--- src/rtl/control_multi.sv ---
// Multicycle MIPS control unit: registered state sequencer with a memory-ready
// handshake, bounded wait timeout and a sticky trap on illegal opcode or bus timeout.
module control_multi #(
  parameter int MEM_HANDSHAKE = 1,
  parameter int WAIT_LIMIT    = 15,
  parameter int WAIT_W        = 4
) (
  input  logic       clk,
  input  logic       reset,
  input  logic [5:0] opcode,
  input  logic       mem_ready,
  output logic       PCWrite,
  output logic       PCWriteCond,
  output logic       PCWriteCondNe,
  output logic       IorD,
  output logic       MemRead,
  output logic       MemWrite,
  output logic       MemtoReg,
  output logic       IRWrite,
  output logic       RegDst,
  output logic       RegWrite,
  output logic       ALUSrcA,
  output logic [1:0] ALUSrcB,
  output logic [1:0] ALUOp,
  output logic [1:0] PCSource,
  output logic       trap,
  output logic [1:0] trap_cause,
  output logic [3:0] state
);

  typedef enum logic [3:0] {
    S_FETCH  = 4'd0,
    S_DECODE = 4'd1,
    S_MEMADR = 4'd2,
    S_MEMRD  = 4'd3,
    S_MEMWB  = 4'd4,
    S_MEMWR  = 4'd5,
    S_EXEC   = 4'd6,
    S_RWB    = 4'd7,
    S_BEQ    = 4'd8,
    S_JUMP   = 4'd9,
    S_ADDIEX = 4'd10,
    S_ADDIWB = 4'd11,
    S_BNE    = 4'd12,
    S_TRAP   = 4'd13
  } state_t;

  localparam logic [5:0] OP_RTYPE = 6'd0;
  localparam logic [5:0] OP_J     = 6'd2;
  localparam logic [5:0] OP_BEQ   = 6'd4;
  localparam logic [5:0] OP_BNE   = 6'd5;
  localparam logic [5:0] OP_ADDI  = 6'd8;
  localparam logic [5:0] OP_LW    = 6'd35;
  localparam logic [5:0] OP_SW    = 6'd43;

  localparam logic [1:0] CAUSE_NONE    = 2'b00;
  localparam logic [1:0] CAUSE_ILLEGAL = 2'b01;
  localparam logic [1:0] CAUSE_TIMEOUT = 2'b10;

  localparam logic [WAIT_W-1:0] LIMIT = WAIT_W'(WAIT_LIMIT);
  localparam bit TIMEOUT_EN = (WAIT_LIMIT != 0);

  state_t            state_q, state_d;
  logic [5:0]        opcode_q, opcode_d;
  logic [WAIT_W-1:0] wait_q, wait_d;
  logic              trap_q, trap_d;
  logic [1:0]        cause_q, cause_d;

  logic rdy;
  logic memState;

  assign rdy      = (MEM_HANDSHAKE != 0) ? mem_ready : 1'b1;
  assign memState = (state_q == S_FETCH) || (state_q == S_MEMRD) || (state_q == S_MEMWR);

  // Next-state logic. The wait counter only survives while a memory state is
  // stalled; every other path (including re-entry of a memory state) clears it.
  always_comb begin
    state_d  = state_q;
    opcode_d = opcode_q;
    wait_d   = '0;
    trap_d   = trap_q;
    cause_d  = cause_q;

    if (memState && !rdy) begin
      if (TIMEOUT_EN && (wait_q == LIMIT)) begin
        state_d = S_TRAP;
        trap_d  = 1'b1;
        cause_d = CAUSE_TIMEOUT;
      end else if (wait_q == LIMIT) begin
        wait_d = wait_q;
      end else begin
        wait_d = wait_q + 1'b1;
      end
    end else begin
      unique case (state_q)
        S_FETCH:  state_d = S_DECODE;
        S_DECODE: begin
          opcode_d = opcode;
          case (opcode)
            OP_RTYPE:     state_d = S_EXEC;
            OP_LW, OP_SW: state_d = S_MEMADR;
            OP_BEQ:       state_d = S_BEQ;
            OP_BNE:       state_d = S_BNE;
            OP_J:         state_d = S_JUMP;
            OP_ADDI:      state_d = S_ADDIEX;
            default: begin
              state_d = S_TRAP;
              trap_d  = 1'b1;
              cause_d = CAUSE_ILLEGAL;
            end
          endcase
        end
        S_MEMADR: state_d = (opcode_q == OP_LW) ? S_MEMRD : S_MEMWR;
        S_MEMRD:  state_d = S_MEMWB;
        S_MEMWR:  state_d = S_FETCH;
        S_MEMWB:  state_d = S_FETCH;
        S_EXEC:   state_d = S_RWB;
        S_RWB:    state_d = S_FETCH;
        S_BEQ:    state_d = S_FETCH;
        S_BNE:    state_d = S_FETCH;
        S_JUMP:   state_d = S_FETCH;
        S_ADDIEX: state_d = S_ADDIWB;
        S_ADDIWB: state_d = S_FETCH;
        S_TRAP:   state_d = S_TRAP;
        default:  state_d = S_FETCH;
      endcase
    end
  end

  always_ff @(posedge clk) begin
    if (reset) begin
      state_q  <= S_FETCH;
      opcode_q <= '0;
      wait_q   <= '0;
      trap_q   <= 1'b0;
      cause_q  <= CAUSE_NONE;
    end else begin
      state_q  <= state_d;
      opcode_q <= opcode_d;
      wait_q   <= wait_d;
      trap_q   <= trap_d;
      cause_q  <= cause_d;
    end
  end

  // Datapath controls are a pure decode of the current state; only FETCH
  // qualifies its instruction/PC load with the handshake.
  always_comb begin
    PCWrite       = 1'b0;
    PCWriteCond   = 1'b0;
    PCWriteCondNe = 1'b0;
    IorD          = 1'b0;
    MemRead       = 1'b0;
    MemWrite      = 1'b0;
    MemtoReg      = 1'b0;
    IRWrite       = 1'b0;
    RegDst        = 1'b0;
    RegWrite      = 1'b0;
    ALUSrcA       = 1'b0;
    ALUSrcB       = 2'b00;
    ALUOp         = 2'b00;
    PCSource      = 2'b00;

    case (state_q)
      S_FETCH: begin
        MemRead = 1'b1;
        ALUSrcB = 2'b01;
        IRWrite = rdy;
        PCWrite = rdy;
      end
      S_DECODE: ALUSrcB = 2'b11;
      S_MEMADR, S_ADDIEX: begin
        ALUSrcA = 1'b1;
        ALUSrcB = 2'b10;
      end
      S_MEMRD: begin
        MemRead = 1'b1;
        IorD    = 1'b1;
      end
      S_MEMWR: begin
        MemWrite = 1'b1;
        IorD     = 1'b1;
      end
      S_MEMWB: begin
        MemtoReg = 1'b1;
        RegWrite = 1'b1;
      end
      S_EXEC: begin
        ALUSrcA = 1'b1;
        ALUOp   = 2'b10;
      end
      S_RWB: begin
        RegDst   = 1'b1;
        RegWrite = 1'b1;
      end
      S_BEQ: begin
        ALUSrcA     = 1'b1;
        ALUOp       = 2'b01;
        PCSource    = 2'b01;
        PCWriteCond = 1'b1;
      end
      S_BNE: begin
        ALUSrcA       = 1'b1;
        ALUOp         = 2'b01;
        PCSource      = 2'b01;
        PCWriteCondNe = 1'b1;
      end
      S_JUMP: begin
        PCWrite  = 1'b1;
        PCSource = 2'b10;
      end
      S_ADDIWB: RegWrite = 1'b1;
      default: ;
    endcase
  end

  assign trap       = trap_q;
  assign trap_cause = cause_q;
  assign state      = state_q;

endmodule

--- config.mk ---
export PLATFORM = sky130hd
export DESIGN_NAME = control_multi
export DESIGN_NICKNAME = d
export VERILOG_FILES = /design/src/rtl/control_multi.sv
export SDC_FILE = /design/constraint.sdc
export NUM_CORES = 1
export LEC_CHECK = 0
export CORE_UTILIZATION = 45
export DETAILED_ROUTE_END_ITERATION = 6
export PLACE_DENSITY = 0.78
export SYNTH_ARGS = -nofsm -noshare
export SYNTH_HDL_FRONTEND = slang
export SYNTH_SLANG_ARGS = --single-unit
--- constraint.sdc ---
create_clock -name clk -period 1.8 [get_ports clk]
set_input_delay 0.36 -clock clk [delete_from_list [all_inputs] [get_ports clk]]
set_output_delay 0.36 -clock clk [all_outputs]
set_load 0.02 [all_outputs]
==> impl_results.md, run 1 <==
* Final setup viols at 0
* Status: finished clean
* Buffers on Ports at 32
* CTS max path bufs at 2
* First-pass GRT wire length at 4830 um
* Clock sink count at 17
* Vias at 1213
* Total gr overflow at 0
* Worst-path maximum fanout at 6
* Slew Limit Fails at 0
* Inst Count DP at 223
* Initial antenna violation count at 0
* Number of synthesized register bits at 17
* Tcrit/Tclk final at 95.49%
* Worst R2R Start: state[1]$_SDFFE_PP0P_
* DP Wirelength at 2235 um
* Leakage at 0.0006938 uW
* Post-synthesis area per instance at 7.262 sq um
* Slew HR at 78.18%
* Layout area overhead at 52.05%
* Die area at 2504 sq um
* PwrDens at 711.7 nW/um^2
* Cts-stage hold buffer count at 0
* Min-delay worst type: register to register
* Max-cap violations at 0
* Top Ports at 33
* Crit end category: register
* Sequential share of the synthesized area at 32.77%
* WS Path Type: input port to register
* Initial Utilization at 47.40%
* Hold slack final at 0.4610 ns
* Post-route minimum period at 1.719 ns
* Worst-margin pin slew at 0.3227 ns
* CTS tree: done
* Hold_sp: opcode_q[0]$_SDFFE_PP0P_
* Number of remaining DRC errors at 0
* WL/cell at 12.61 um
* Required time of the critical path at 2.03 ns
* Worst Skew at 0.009599 ns
* Fmax achieved at 0.5818 GHz
* H-tree lvl count at 1
* Largest net degree at the start of global routing at 15
* Routability cong. at 0.8681
* Final non-filler cell total at 227
* Initial DRC Count at 32
* Pre-antenna DRT Iters at 4
* VDD IR-drop max at 0.5118 mV
* CP arrival at 1.95 ns
* Placeable Area at 2191 sq um
* Worst-path clk slew at 0.09 ns
* Yosys cell types at 42
* Synth Warn # at 0
* RSZ-0062 raised after global routing: yes
* Final #Nets at 210
* Ant. Diodes at 0
* Setup TNS at 0 ns
* Worst-Skew Late Latency at 0.30 ns
* Die X-Extent at 50.04 um
* Startpoint class of the critical path: input port
* ANT nets after route at 0
* GRT Total Usage at 24.66%
* Crit. Startpoint: mem_ready
* Vias/cell at 5.344
* Number of buffers created by CTS at 3
* Die Span Y at 50.04 um
* Routed wire length at 2862 um
* Mapped Cells at 143
* Final hold vios at 0
* Synthesized area at 1038 sq um
* Root Buffer: clkbuf_4
* Share of cells above drive strength 1 at 33.17%
* Synth Net Count at 153
* # rows at 17
* Number of global-route vias before repair at 1131
## critical path: stages
cell,delay (ns)
clkdlybuf4s50_1,0.43
buf_4,0.15
or4_4,0.42
o2bb2ai_4,0.14
and4_4,0.27
nor2_1,0.05
a21oi_1,0.12
## placed cells by master (no fill, tap or decap), types with 4 or more instances in the layout
| master | Yosys | final |
|---|---|---|
| o21ai_0 | 5 | 5 |
| dfxtp_1 | 17 | 14 |
| buf_2 | 2 | 6 |
| clkbuf_2 | 0 | 6 |
| a21oi_1 | 15 | 15 |
| clkdlybuf4s15_2 | 0 | 5 |
| and3_1 | 4 | 4 |
| clkdlybuf4s50_1 | 0 | 11 |
| nor2_1 | 18 | 17 |
| o22ai_1 | 4 | 4 |
| buf_4 | 2 | 29 |
| nand2_1 | 24 | 23 |
| nor3_1 | 5 | 5 |
## logic make-up after synthesis
| family | synth area share [%] |
|---|---|
| mux | 0.9639 |
| xor+xnor | 4.218 |
| fa+ha+maj | 1.205 |
| buf+inv | 6.384 |
| flops | 32.77 |
| compound gates | 23.37 |
| simple gates | 31.08 |
## final timing paths
check | end | slack [ns] | cells past startpoint
max | trap$_SDFFE_PP0P_ | 0.08 | 7
min reg2reg | opcode_q[0]$_SDFFE_PP0P_ | 0.46 | 2
min | opcode_q[0]$_SDFFE_PP0P_ | 0.46 | 2
max reg2reg | trap$_SDFFE_PP0P_ | 0.09 | 6
## stage by stage
stage	cell area, sq um	total power [uW]	util (%)	setup WS (ns)
4_1_cts	1599	1130	72.99	0.001222
6_report	1579	1124	72.07	0.08110
3_5_place_dp	1567	946.3	71.50	-0.3458
3_3_place_gp	1567	934.6	71.50	-0.2634
2_1_floorplan	1041	701.7	-	0.07388
5_1_grt	1579	1195	72.07	-0.008735
## report_power, final
| part | switching (uW) | internal (uW) |
|---|---|---|
| registers | 24.6 | 408 |
| clock network | 117 | 82.8 |
| logic | 266 | 225 |
## Yosys cell counts
cell        n  share of area (%)
a21o_1      1               0.72
o22ai_1     4                2.4
or2_2       2                1.2
buf_4       2                1.4
a31oi_1     2                1.2
o211ai_1    1               0.72
a32o_1      1               0.96
inv_1       2               0.72
a21oi_1    15                7.2
o2bb2ai_2   1                1.4
nand3b_1    1               0.72
nor2_1     18                6.5
nor2b_1     2                1.2
nand2b_1    3                1.8
o2bb2ai_1   1               0.84
nor3b_1     1               0.72
nor3_1      5                2.4
o21ai_0     5                2.4
nor2_2      1               0.60
and4_1      1               0.84
buf_2       2               0.96
nor4_1      1               0.60
o21ai_1     1               0.48
buf_1       1               0.36
a31o_2      1               0.84
xnor2_1     2                1.7
a22oi_1     1               0.72
mux2i_1     1               0.96
o311ai_0    1               0.84
and3_1      4                2.4
o41a_1      1                1.1
dfxtp_1    17                 33
clkbuf_1    4                1.4
xor2_1      3                2.5
nand3_1     3                1.4
nor4b_1     1               0.84
or4_4       1                1.1
buf_6       1                1.1
inv_2       1               0.36
a211oi_1    2                1.4
nand2_1    24                8.7
ha_1        1                1.2
## final cells by class
| class | instances | area, sq um |
|---|---|---|
| inverters | 3 | 11.26 |
| clock inverters | 1 | 5.005 |
| fillers | 165 | 611.8 |
| flip-flops and latches | 17 | 349.1 |
| clock buffers | 3 | 22.52 |
| multi-input cells | 113 | 661.9 |
| well taps | 28 | 35.03 |
| repair buffers | 62 | 494.2 |
## sequential cells by signal, indices dropped and copies added, names as in the netlist
register and count:
opcode_q 6, trap 1, wait_q 4, trap_cause 2, state 4
## repair_timing
| item | CTS | global route |
|---|---|---|
| pin swaps | 0 | 1 |
| hold endpoints to repair | 0 | 0 |
| setup endpoints to repair | 27 | 15 |
| gates resized for setup | 51 | 26 |
| buffers inserted | 0 | 0 |
## layer usage
layer	GRT usage, %	routed length [um]	vias to the layer above
met4	9.524	46	0
met2	45.33	1460	46
met3	3.086	142	5
met5	0	0	-
met1	28.22	1212	547
li1	-	-	615
(Power assumes the default switching activity.)
==> run 2, diff against run 1 <==
- SKIP_CTS_REPAIR_TIMING: default -> 1
- SLEW_MARGIN: default -> 20
==> impl_results.md, run 2 (synthesis gave the netlist of run 1 again) <==
* Fmax achieved at 0.5819 GHz (about the same)
* Initial antenna violation count at 0 (unchanged)
* Worst-path maximum fanout at 6 (unchanged)
* Layout area overhead at 53.37%
* Initial DRC Count at 30 (-6.3%)
* Layout Utilization at 72.70% (+0.63 points)
* Share of cells above drive strength 1 at 29.15% (-4.0 points)
* Min-delay worst type: register to register
* First-pass GRT wire length at 4816 um (-0.29%)
* DP Wirelength at 2235 um (unchanged)
* Die area at 2504 sq um (unchanged)
* Number of remaining DRC errors at 0 (unchanged)
* Worst-margin pin slew at 0.3191 ns (-0.003682 ns)
* # rows at 17 (unchanged)
* Post-route minimum period at 1.718 ns (-0.0005016 ns)
* Crit. Startpoint: mem_ready
* Grt peak-use layer: met2
* Post-DP Area at 1567 sq um (unchanged)
* Max-cap violations at 0 (unchanged)
* Largest net degree at the start of global routing at 15 (unchanged)
* CP Capture Point: trap$_SDFFE_PP0P_
* R2r setup slk at 0.09 ns (about the same)
* Met3 Use GR at 3.086% (unchanged)
* Final hold vios at 0 (unchanged)
* Vias at 1213 (unchanged)
* Clock sink count at 17 (unchanged)
* ANT nets after route at 0 (unchanged)
* Leakage at 0.0008204 uW (+18%)
* Worst-Skew Late Latency at 0.30 ns (about the same)
* Worst-path clk slew at 0.09 ns (about the same)
* Total Power at 1117 uW (-0.63%)
* Final non-filler cell total at 227 (unchanged)
* Initial Utilization at 47.40% (unchanged)
* Largest reg by FF count: opcode_q
* Worst Skew at 0.009506 ns (-0.00009254 ns)
* Status: finished clean
* Max stage delay on crit path at 0.43 ns (about the same)
* Final setup viols at 0 (unchanged)
* CTS max path bufs at 2 (unchanged)
* Top Ports at 33 (unchanged)
* VDD IR-drop max at 0.5114 mV (about the same)
* Met2 Use GR at 45.56% (+0.22 points)
* Inst Count DP at 223 (unchanged)
* CTS tree: done
* Most common cell after layout, fill and taps aside: buf_4
* Number of buffers created by CTS at 3 (unchanged)
* Ant. Diodes at 0 (unchanged)
* Worst path cell trace: clkdlybuf4s50_1, buf_4, or4_4, o2bb2ai_4, and4_4, nor2_1, a21oi_1
* Startpoint class of the critical path: input port
* Hold slack final at 0.4594 ns (-0.001659 ns)
* Die Span Y at 50.04 um (unchanged)
* H-tree lvl count at 1 (unchanged)
* Worst flop-to-flop path endpoint: trap$_SDFFE_PP0P_
* Final #Nets at 210 (unchanged)
* Met1 global-route usage at 27.85% (-0.37 points)
* Number of global-route vias before repair at 1137 (+0.53%)
* Pre-antenna DRT Iters at 4 (unchanged)
* R2r worst-path depth at 6 (unchanged)
* Crit end category: register
* WL/cell at 12.48 um (-1.0%)
* Root Buffer: clkbuf_4
* GRT Total Usage at 24.60% (-0.064 points)
* Total gr overflow at 0 (unchanged)
* Slowest library cell on the worst path: clkdlybuf4s50_1
* Final Instance Area at 1593 sq um (+0.87%)
* Most frequent cells in the layout: buf_4, nand2_1, nor2_1, a21oi_1, dfxtp_1
* Max reg flops at 6 (unchanged)
* Tcrit/Tclk final at 95.47% (about the same)
* Buffers on Ports at 32 (unchanged)
* Worst R2R Start: state[1]$_SDFFE_PP0P_
* Required time of the critical path at 2.03 ns (about the same)
* Die X-Extent at 50.04 um (unchanged)
* PwrDens at 701.1 nW/um^2 (-1.5%)
* Routability cong. at 0.8681 (unchanged)
* WS Path Type: input port to register
* Vias/cell at 5.344 (unchanged)
* CP arrival at 1.95 ns (about the same)
* Placeable Area at 2191 sq um (unchanged)
* Slew Limit Fails at 0 (unchanged)
* Slew HR at 78.43% (+0.25 points)
* RSZ-0062 raised after global routing: no
* Routed wire length at 2832 um (-1.0%)
run 2: worst min path at each step:
stage                                   from                  endpoint  cells past startpoint
floorplan               wait_q[0]$_SDFF_PP0_      wait_q[0]$_SDFF_PP0_                      1
global placement        wait_q[0]$_SDFF_PP0_      wait_q[0]$_SDFF_PP0_                      1
detailed placement      wait_q[0]$_SDFF_PP0_      wait_q[0]$_SDFF_PP0_                      1
CTS                 opcode_q[0]$_SDFFE_PP0P_  opcode_q[0]$_SDFFE_PP0P_                      2
global route        opcode_q[5]$_SDFFE_PP0P_  opcode_q[5]$_SDFFE_PP0P_                      2
finish              opcode_q[0]$_SDFFE_PP0P_  opcode_q[0]$_SDFFE_PP0P_                      2
run 2: cell type report:
cell class,count,area [sq um]
clock buffers,3,22.52
clock inverters,1,5.005
fillers,163,598.1
inverters,3,11.26
multi-input cells,113,656.9
flip-flops and latches,17,346.6
well taps,28,35.03
repair buffers,62,515.5
run 2: worst max-delay path: cells and delay by family:
family	cells	cell delay, ns
AO/OA/AOI/OAI	2	0.26
buffers and inverters	2	0.58
AND/OR/NAND/NOR	3	0.74
run 2: metrics by stage:
stage	setup slack, ns	setup TNS [ns]
2_1_floorplan	0.07388	0
3_3_place_gp	-0.2634	-2.483
3_5_place_dp	-0.3458	-3.306
4_1_cts	-0.4726	-7.334
5_1_grt	0.002396	0
6_report	0.08160	0
run 2: power by group:
group          switching (uW)  internal, uW  total [uW]
logic                     263           222         485
registers                23.6           408         432
clock network             117          82.8         200
run 2: routing by layer:
layer	routed length, um	part of all wire [%]
met1	1190	42
met2	1441	51
met3	154	5.4
met4	46	1.6
met5	0	0
